===== src/rtl/fpu_mul_pkg.sv =====
// Shared types and sizing for the sequential FPU significand multiplier.
package fpu_mul_pkg;

    localparam int unsigned SIG_W  = 24;
    localparam int unsigned PROD_W = 48;
    localparam int unsigned LANE_W = 8;
    localparam int unsigned NUM_PP = 9;

    typedef enum logic [1:0] {
        IDLE = 2'd0,
        MUL  = 2'd1,
        DONE = 2'd2
    } state_t;

endpackage


===== src/rtl/mul_24bit_seq_if.sv =====
// Operand/result handshake bundle between the FP multiply front end and normalisation.
interface mul_24bit_seq_if;
    import fpu_mul_pkg::*;

    logic              in_valid;
    logic              in_ready;
    logic [SIG_W-1:0]  a;
    logic [SIG_W-1:0]  b;
    logic              out_valid;
    logic              out_ready;
    logic [PROD_W-1:0] c;
    logic              busy;

    modport master (
        output in_valid, a, b, out_ready,
        input  in_ready, out_valid, c, busy
    );

    modport slave (
        input  in_valid, a, b, out_ready,
        output in_ready, out_valid, c, busy
    );

endinterface


===== src/rtl/mul_8array.sv =====
// Unsigned 8x8 array multiplier: sum of shifted AND rows, purely combinational.
module mul_8array (
    input  logic [7:0]  a,
    input  logic [7:0]  b,
    output logic [15:0] p
);

    always_comb begin
        p = '0;
        for (int unsigned r = 0; r < 8; r++) begin
            if (b[r]) begin
                p = p + ({8'b0, a} << r);
            end
        end
    end

endmodule


===== src/rtl/mul_24bit_seq.sv =====
// 24x24 unsigned significand multiplier built from nine sequential 8x8 partial products.
module mul_24bit_seq
    import fpu_mul_pkg::*;
#(
    parameter bit SKIP_ZERO = 1'b1
) (
    input  logic          clk,
    input  logic          rst_n,
    mul_24bit_seq_if.slave bus
);

    state_t            state, state_nx;
    logic [3:0]        k;
    logic [SIG_W-1:0]  a_reg, b_reg;
    logic [PROD_W-1:0] acc, res;

    logic              accept, zero_op, last_step;
    logic [1:0]        ai, bi;
    logic [5:0]        sh;
    logic [7:0]        a_lane, b_lane;
    logic [15:0]       pp;
    logic [PROD_W-1:0] pp_sh, sum;

    assign accept    = bus.in_valid && (state == IDLE);
    assign zero_op   = (bus.a == '0) || (bus.b == '0);
    assign last_step = (k == 4'(NUM_PP - 1));

    // Step k walks a-bytes slowly (i = k/3) and b-bytes quickly (j = k%3).
    assign ai     = 2'(k / 4'd3);
    assign bi     = 2'(k % 4'd3);
    assign sh     = 6'(LANE_W * (32'(ai) + 32'(bi)));
    assign a_lane = a_reg[LANE_W*ai +: LANE_W];
    assign b_lane = b_reg[LANE_W*bi +: LANE_W];

    mul_8array u_mul (
        .a (a_lane),
        .b (b_lane),
        .p (pp)
    );

    assign pp_sh = PROD_W'(pp) << sh;
    assign sum   = acc + pp_sh;

    always_ff @(posedge clk or negedge rst_n) begin
        if (!rst_n) begin
            state <= IDLE;
        end else begin
            state <= state_nx;
        end
    end

    always_comb begin
        state_nx = state;
        unique case (state)
            IDLE: begin
                if (bus.in_valid) begin
                    state_nx = (SKIP_ZERO && zero_op) ? DONE : MUL;
                end
            end
            MUL: begin
                if (last_step) begin
                    state_nx = DONE;
                end
            end
            DONE: begin
                if (bus.out_ready) begin
                    state_nx = IDLE;
                end
            end
            default: state_nx = IDLE;
        endcase
    end

    always_ff @(posedge clk or negedge rst_n) begin
        if (!rst_n) begin
            k     <= '0;
            a_reg <= '0;
            b_reg <= '0;
            acc   <= '0;
            res   <= '0;
        end else if (accept) begin
            a_reg <= bus.a;
            b_reg <= bus.b;
            acc   <= '0;
            k     <= '0;
            if (SKIP_ZERO && zero_op) begin
                res <= '0;
            end
        end else if (state == MUL) begin
            acc <= sum;
            k   <= k + 4'd1;
            if (last_step) begin
                res <= sum;
            end
        end
    end

    assign bus.in_ready  = (state == IDLE);
    assign bus.busy      = (state == MUL) || (state == DONE);
    assign bus.out_valid = (state == DONE);
    assign bus.c         = res;

endmodule

===== src/flat_wrapper.sv =====
// flat-port wrapper written by rule: the top's interface ports become plain ports
module mul_24bit_seq_flat import fpu_mul_pkg::*;
#(
    parameter bit SKIP_ZERO = 1'b1
)
  (clk, rst_n, bus_in_valid, bus_a, bus_b, bus_out_ready, bus_in_ready, bus_out_valid, bus_c, bus_busy);
  mul_24bit_seq_if bus_i ();
  input  logic clk;
  input  logic rst_n;
  input wire logic [$bits(bus_i.in_valid)-1:0] bus_in_valid;
  input wire logic [$bits(bus_i.a)-1:0] bus_a;
  input wire logic [$bits(bus_i.b)-1:0] bus_b;
  input wire logic [$bits(bus_i.out_ready)-1:0] bus_out_ready;
  output wire logic [$bits(bus_i.in_ready)-1:0] bus_in_ready;
  output wire logic [$bits(bus_i.out_valid)-1:0] bus_out_valid;
  output wire logic [$bits(bus_i.c)-1:0] bus_c;
  output wire logic [$bits(bus_i.busy)-1:0] bus_busy;
  assign bus_i.in_valid = bus_in_valid;
  assign bus_i.a = bus_a;
  assign bus_i.b = bus_b;
  assign bus_i.out_ready = bus_out_ready;
  assign bus_in_ready = bus_i.in_ready;
  assign bus_out_valid = bus_i.out_valid;
  assign bus_c = bus_i.c;
  assign bus_busy = bus_i.busy;
  mul_24bit_seq #(.SKIP_ZERO(SKIP_ZERO)) u_core (.clk(clk), .rst_n(rst_n), .bus(bus_i));
endmodule

===== config.mk =====
export PLATFORM = sky130hd
export DESIGN_NAME = mul_24bit_seq_flat
export DESIGN_NICKNAME = d
export VERILOG_FILES = /design/src/rtl/fpu_mul_pkg.sv /design/src/rtl/mul_24bit_seq_if.sv /design/src/rtl/mul_8array.sv /design/src/rtl/mul_24bit_seq.sv /design/src/flat_wrapper.sv
export SDC_FILE = /design/constraint.sdc
export NUM_CORES = 1
export LEC_CHECK = 0
export CORE_MARGIN = 5
export CORE_UTILIZATION = 52
export DETAILED_ROUTE_END_ITERATION = 8
export GPL_TIMING_DRIVEN = 0
export HOLD_SLACK_MARGIN = 0.06
export PLACE_DENSITY_LB_ADDON = 0.12
export SETUP_SLACK_MARGIN = 0.15
export SKIP_LAST_GASP = 1
export SLEW_MARGIN = 10
export SYNTH_ARGS = -nofsm -noshare
export SYNTH_HDL_FRONTEND = slang
export SYNTH_SLANG_ARGS = --single-unit

===== constraint.sdc =====
create_clock -name clk -period 22.6 [get_ports clk]
set_clock_uncertainty 0.05 [all_clocks]
set_input_delay 5.65 -clock clk [delete_from_list [all_inputs] [get_ports clk]]
set_output_delay 5.65 -clock clk [all_outputs]
set_load 0.02 [all_outputs]

==> results.sh, run 1 <==
export IMPL_outcome="complete, no violations"
export IMPL_ys_warn_count=0
export IMPL_placed_area_um2=14300
export IMPL_final_cell_mix="nand2_1 (256), nor2_1 (150), dfrtp_1 (150)"
export IMPL_grt_pass1_vias=11600
export IMPL_rr_worst_depth=84
export IMPL_nets=1814
export IMPL_post_cts_resized=0
export IMPL_syn_area_per_cell_um2=8.42
export IMPL_worst_path_most_repeated_cell="ha_1"
export IMPL_yosysUniqueCellTypes=105
export IMPL_remaining_drc_errors=0
export IMPL_place_inst=1949
export IMPL_overflow=0
export IMPL_tightest_slew_ns=1.17
export IMPL_clkTransAtPathRegs_ns=0.08
export IMPL_hp_class="register to register"
export IMPL_slew_viol_final=0
export IMPL_finalCritPeriodShare_pct=86.7
export IMPL_finalHoldViolCount=0
export IMPL_design_area_um2=14900
export IMPL_place_port_buffers=102
export IMPL_met3_usage_pct=4.46
export IMPL_grtUsageMet2_pct=42.8
export IMPL_final_common_cell="nand2_1"
export IMPL_criticalPathCategory="register to register"
export IMPL_die_w_um=167
export IMPL_hold_depth=2
export IMPL_fmax_mhz=51.0
export IMPL_rows=57
export IMPL_start_util_pct=52.8
export IMPL_area_growth_pct=16.5
export IMPL_cp_start_kind="register"
export IMPL_vias=11800
export IMPL_ys_ff_latch=150
export IMPL_synth_edf_count=0
export IMPL_fin_cells=1981
export IMPL_ys_flop_type="dfrtp_1"
export IMPL_maxCapViolCount=0
export IMPL_numCtsBuffers=17
export IMPL_synthCells=1520
export IMPL_cp_required_ns=22.90
export IMPL_htreeDepth=4
export IMPL_vias_per_cell=5.94
export IMPL_core_um2=24200
export IMPL_ys_seq_area_share_pct=29.3
export IMPL_die_area_um2=27900
export IMPL_finalSetupViolCount=0
export IMPL_grt_util_met1_pct=38.0
export IMPL_crit_path_end_kind="register"
export IMPL_wl_per_cell_um=19.0
export IMPL_clockBufferDepth=2
export IMPL_drive_gt1_share_pct=6.58
export IMPL_cts_root_buf="clkbuf_16"
export IMPL_rsz0062_at_grt="false"
export IMPL_drtAntennaViolNets=0
export IMPL_drt_pass1_iterations=6
export IMPL_grt_max_degree=107
export IMPL_diodes=0
export IMPL_post_cts_setup_buffers=0
export IMPL_critPathArrivalTime_ns=19.90
export IMPL_async_flop_share_pct=100
export IMPL_numClockSinks=150
export IMPL_io_pins=103
export IMPL_final_setup_tns_ns=0
export IMPL_drt_iter0_drc=1023
export IMPL_max_slew_margin_pct=22.0
export IMPL_wirelength_mm=37.6
export IMPL_busiest_layer="met2"
export IMPL_max_stage_delay_ns=0.48
export IMPL_track_usage_pct=26.9
export IMPL_syn_cell_area_um2=12800
export IMPL_grt_pass1_wl_mm=61.4
export IMPL_antenna_found_initial=0
export IMPL_cpMaxStageDelayCell="or3b_2"
export IMPL_dp_hpwl_mm=29.1
export IMPL_hold_buffers=0
export IMPL_cts_tree="yes"
export IMPL_routabilityCongestion=0.933
export IMPL_synthesis_nets=1690
export IMPL_cp_max_fo=10
export IMPL_clkLatencyLatePin_ns=0.44
export IMPL_finalWorstPathRequiredPeriod_ns=19.60
export IMPL_die_y_um=167
critical path: cells and delay by family, from the launching register on:
kind            cells  cell delay, ns
buf+inv             9            2.08
mux                 3            0.79
fa+ha+maj          12            3.89
simple gates       19            2.86
compound gates     38            8.97
xor+xnor            3            0.48
flops               1            0.35
stage by stage:
stage / worst slack [ns] / hold slack, ns / utilization [%]
6_report: 3.00 / 0.426 / 61.5
3_3_place_gp: 3.67 / 0.409 / 58.7
4_1_cts: 3.37 / 0.431 / 61.5
5_1_grt: 1.53 / 0.448 / 61.5
3_5_place_dp: 3.51 / 0.408 / 58.9
2_1_floorplan: 6.33 / 0.395 / -
path summary, 6_finish.rpt:
kind | start | end | slack (ns)
setup / recovery | u_core.k[2] | u_core.acc[47] | 3.00
hold / removal | u_core.bus.c[1] | u_core.bus.c[1] | 0.43
setup reg to reg | u_core.k[2] | u_core.acc[47] | 3.00
hold reg to reg | u_core.bus.c[1] | u_core.bus.c[1] | 0.43
max in group asynchronous | rst_n | u_core.acc[45] | 16.59
min in group asynchronous | rst_n | u_core.a_reg[5] | 5.04
layout make-up:
| class | count | area [um2] |
|---|---|---|
| clock buffer | 17 | 425 |
| multi-input combinational | 1263 | 8630 |
| inverter | 48 | 180 |
| timing repair buffer | 105 | 1070 |
| clock inverter | 15 | 201 |
| tap | 324 | 405 |
| buffer | 59 | 244 |
| fill | 2194 | 9330 |
| sequential | 150 | 3750 |
metal layers:
| metal | vias up | part of all wire [%] |
|---|---|---|
| met5 | - | 0 |
| met4 | 0 | 2.4 |
| met3 | 56 | 5.4 |
| met2 | 316 | 45 |
| met1 | 5653 | 47 |
| li1 | 5750 | - |
logic make-up (layout without fill, tap and decap cells):
family,count (synthesis),after routing,share of synthesized area [%]
DFF,150,150,29.3
adders and majority gates,119,119,12.1
and+or+nand+nor,573,573,20.2
xor gates and xnor gates,83,83,5.84
buffers and inverters,107,244,3.31
muxes,75,75,6.27
AOI/OAI and AO/OA,413,413,23.0
cells in the mapped netlist (4+ instances only):
cell type / count / share of area (%)
nor3_1: 25 / 0.98
nor2b_1: 12 / 0.59
nand4_1: 9 / 0.44
o21ai_0: 65 / 2.5
or2_2: 6 / 0.29
clkbuf_1: 45 / 1.3
a31o_2: 6 / 0.41
o22ai_1: 16 / 0.78
o21a_1: 22 / 1.3
nand2_1: 256 / 7.5
o21bai_1: 14 / 0.82
o21ai_1: 8 / 0.31
xor2_1: 28 / 1.9
a22o_1: 32 / 2.2
a21oi_1: 83 / 3.2
buf_1: 8 / 0.23
nor4_1: 16 / 0.78
a211oi_1: 17 / 1.0
fa_1: 9 / 1.4
and2_1: 11 / 0.54
inv_1: 44 / 1.3
ha_1: 109 / 11
nand3_1: 29 / 1.1
and3_1: 5 / 0.24
xnor2_1: 53 / 3.6
nor2_1: 150 / 4.4
or3_1: 11 / 0.54
a31oi_1: 22 / 1.1
nand2b_1: 20 / 0.98
mux2_2: 11 / 0.97
a211oi_2: 4 / 0.39
mux2i_1: 58 / 4.5
nor3b_1: 5 / 0.29
o211ai_1: 8 / 0.47
dfrtp_1: 150 / 29
a21o_1: 42 / 2.5
o2111ai_1: 4 / 0.27
o31ai_1: 13 / 0.76
Power of run 1 is left out: the tool's default activity adds up to more than one toggle a clock period on the data nets, which glitch-free logic cannot reach.
==> run 2, diff against run 1 <==
==> constraint.sdc (replaced) <==
create_clock -name clk -period 18.9 [get_ports clk]
set_clock_uncertainty 0.05 [all_clocks]
set_input_delay 4.725 -clock clk [delete_from_list [all_inputs] [get_ports clk]]
set_output_delay 4.725 -clock clk [all_outputs]
set_load 0.02 [all_outputs]
==> run 2 against run 1 <==
Compared with the run above:
- sequential cell count unchanged
- cell count up 0.25%
- worst hold slack about the same
- die area unchanged
- via count up 0.85%
- maximum frequency up 12%
- first-iteration DRC count down 5.5%
- critical path type unchanged
- sequential share of layout area down 0.19 points
==> results.sh, run 2 (synthesis results as in run 1) <==
export IMPL_wirelength_mm=37.6
export IMPL_worst_path_most_repeated_cell="ha_1"
export IMPL_grt_max_degree=107
export IMPL_final_common_cell="nand2_1"
export IMPL_crit_path_end_kind="register"
export IMPL_outcome="complete, no violations"
export IMPL_core_um2=24200
export IMPL_htreeDepth=4
export IMPL_drt_pass1_iterations=5
export IMPL_vias=11900
export IMPL_grt_pass1_wl_mm=61.4
export IMPL_place_ws_ns=-0.185
export IMPL_cp_required_ns=19.20
export IMPL_max_stage_delay_ns=0.50
export IMPL_regArea_um2=3750
export IMPL_die_area_um2=27900
export IMPL_critPathArrivalTime_ns=17.86
export IMPL_finalWorstPathRequiredPeriod_ns=17.56
export IMPL_diodes=0
export IMPL_routabilityCongestion=0.933
export IMPL_grt_pass1_vias=11600
export IMPL_clkTransAtPathRegs_ns=0.08
export IMPL_nets=1819
export IMPL_cp_max_fo=10
export IMPL_finalCritPeriodShare_pct=92.9
export IMPL_drt_iter0_drc=967
export IMPL_remaining_drc_errors=0
export IMPL_crit_family="compound AO/OA/AOI/OAI gates"
export IMPL_track_usage_pct=26.9
export IMPL_clockBufferDepth=2
export IMPL_criticalPathCategory="register to register"
export IMPL_rsz0062_at_grt="false"
export IMPL_rows=57
export IMPL_numCtsBuffers=17
export IMPL_final_cell_mix="nand2_1 (256), nor2_1 (150), dfrtp_1 (150)"
export IMPL_vias_per_cell=5.98
export IMPL_wl_per_cell_um=19.0
export IMPL_grtUsageMet2_pct=42.8
export IMPL_fmax_mhz=56.9
export IMPL_start_util_pct=52.8
export IMPL_grt_util_met1_pct=38.0
export IMPL_place_port_buffers=102
export IMPL_die_y_um=167
export IMPL_fillCellCount=2177
export IMPL_dp_hpwl_mm=29.1
export IMPL_cts_tree="yes"
export IMPL_numClockSinks=150
export IMPL_antenna_found_initial=0
export IMPL_area_growth_pct=17.4
export IMPL_cpMaxStageDelayCell="or3b_2"
export IMPL_hold_buffers=0
export IMPL_tightest_slew_ns=1.16
export IMPL_clkLatencyLatePin_ns=0.44
export IMPL_cts_root_buf="clkbuf_16"
export IMPL_overflow=0
export IMPL_finalSetupViolCount=0
export IMPL_finalHoldViolCount=0
export IMPL_drive_gt1_share_pct=7.70
export IMPL_hp_class="register to register"
export IMPL_io_pins=103
export IMPL_busiest_layer="met2"
export IMPL_fin_ws_ns=1.34
export IMPL_met3_usage_pct=4.46
export IMPL_maxCapViolCount=0
export IMPL_cp_start_kind="register"
export IMPL_max_slew_margin_pct=22.1
export IMPL_critPathBufInv=8
export IMPL_multi_input_area_um2=8700
export IMPL_slew_viol_final=0
export IMPL_drtAntennaViolNets=0
export IMPL_die_w_um=167
## run 2: changes by cell type in the layout (fill, tap and decap cells not counted), sizes merged
cell    before  now
clkbuf      62   64
buf         18   21
## run 2: path summary, 6_finish.rpt
path,cells after the start,startpoint,slack [ns],to
worst min register to register,2,u_core.bus.c[1],0.43,u_core.bus.c[1]
max in group asynchronous,2,rst_n,13.80,u_core.acc[45]
worst max-delay path,84,u_core.k[2],1.34,u_core.acc[47]
worst min-delay path,2,u_core.bus.c[1],0.43,u_core.bus.c[1]
min in group asynchronous,1,rst_n,4.11,u_core.a_reg[5]
worst max register to register,84,u_core.k[2],1.34,u_core.acc[47]
## run 2: repair_timing
action | in CTS | in global routing
setup buffers | 0 | 5
setup endpoints to repair | 5 | 27
pin swaps | 1 | 3
gates resized for setup | 3 | 18
## run 2: layer usage
layer | part of all wire (%) | vias to the layer above
met5 | 0 | -
met4 | 2.3 | 0
met3 | 5.6 | 55
met2 | 45 | 344
met1 | 47 | 5720
li1 | - | 5756
## run 2: layout make-up
type                    count  area share (%)
clock buffers              17            2.83
multi-input cells        1263            57.9
clock inverters            15            1.34
inverters                  48            1.20
plain buffers              59            1.68
repair buffers            110            7.38
well taps                 324            2.70
flip-flops and latches    150            25.0
## run 2: tightest hold or removal path, stage by stage, from the launching register on
cell,delay (ns)
dfrtp_1,0.35
nand2_1,0.05
nand2_1,0.05
## run 2: per-stage QoR
step                      cell area [um2]  setup TNS (ns)  hold WS [ns]  cells  util [%]
after floorplan                     12800               0         0.395   1520         -
after global placement              14200         -0.0405         0.409   1946      58.7
after detailed placement            14300          -0.342         0.408   1949      58.9
after CTS                           14900               0         0.431   1981      61.5
after global routing                15000               0         0.448   1986      62.0
final                               15000               0         0.426   1986      62.0
Power of run 2 is left out for the same reason.
==> run 3, diff against run 2 <==
--- a/config.mk
+++ b/config.mk
@@ -7,6 +7,7 @@
 export LEC_CHECK = 0
 export CORE_MARGIN = 5
 export CORE_UTILIZATION = 52
+export CTS_CLUSTER_DIAMETER = 200
 export DETAILED_ROUTE_END_ITERATION = 8
 export GPL_TIMING_DRIVEN = 0
 export HOLD_SLACK_MARGIN = 0.06
==> results of run 3 <==
The final DEF is identical to that of run 2; final timing and power are the same.
Power of run 3 is left out for the same reason.
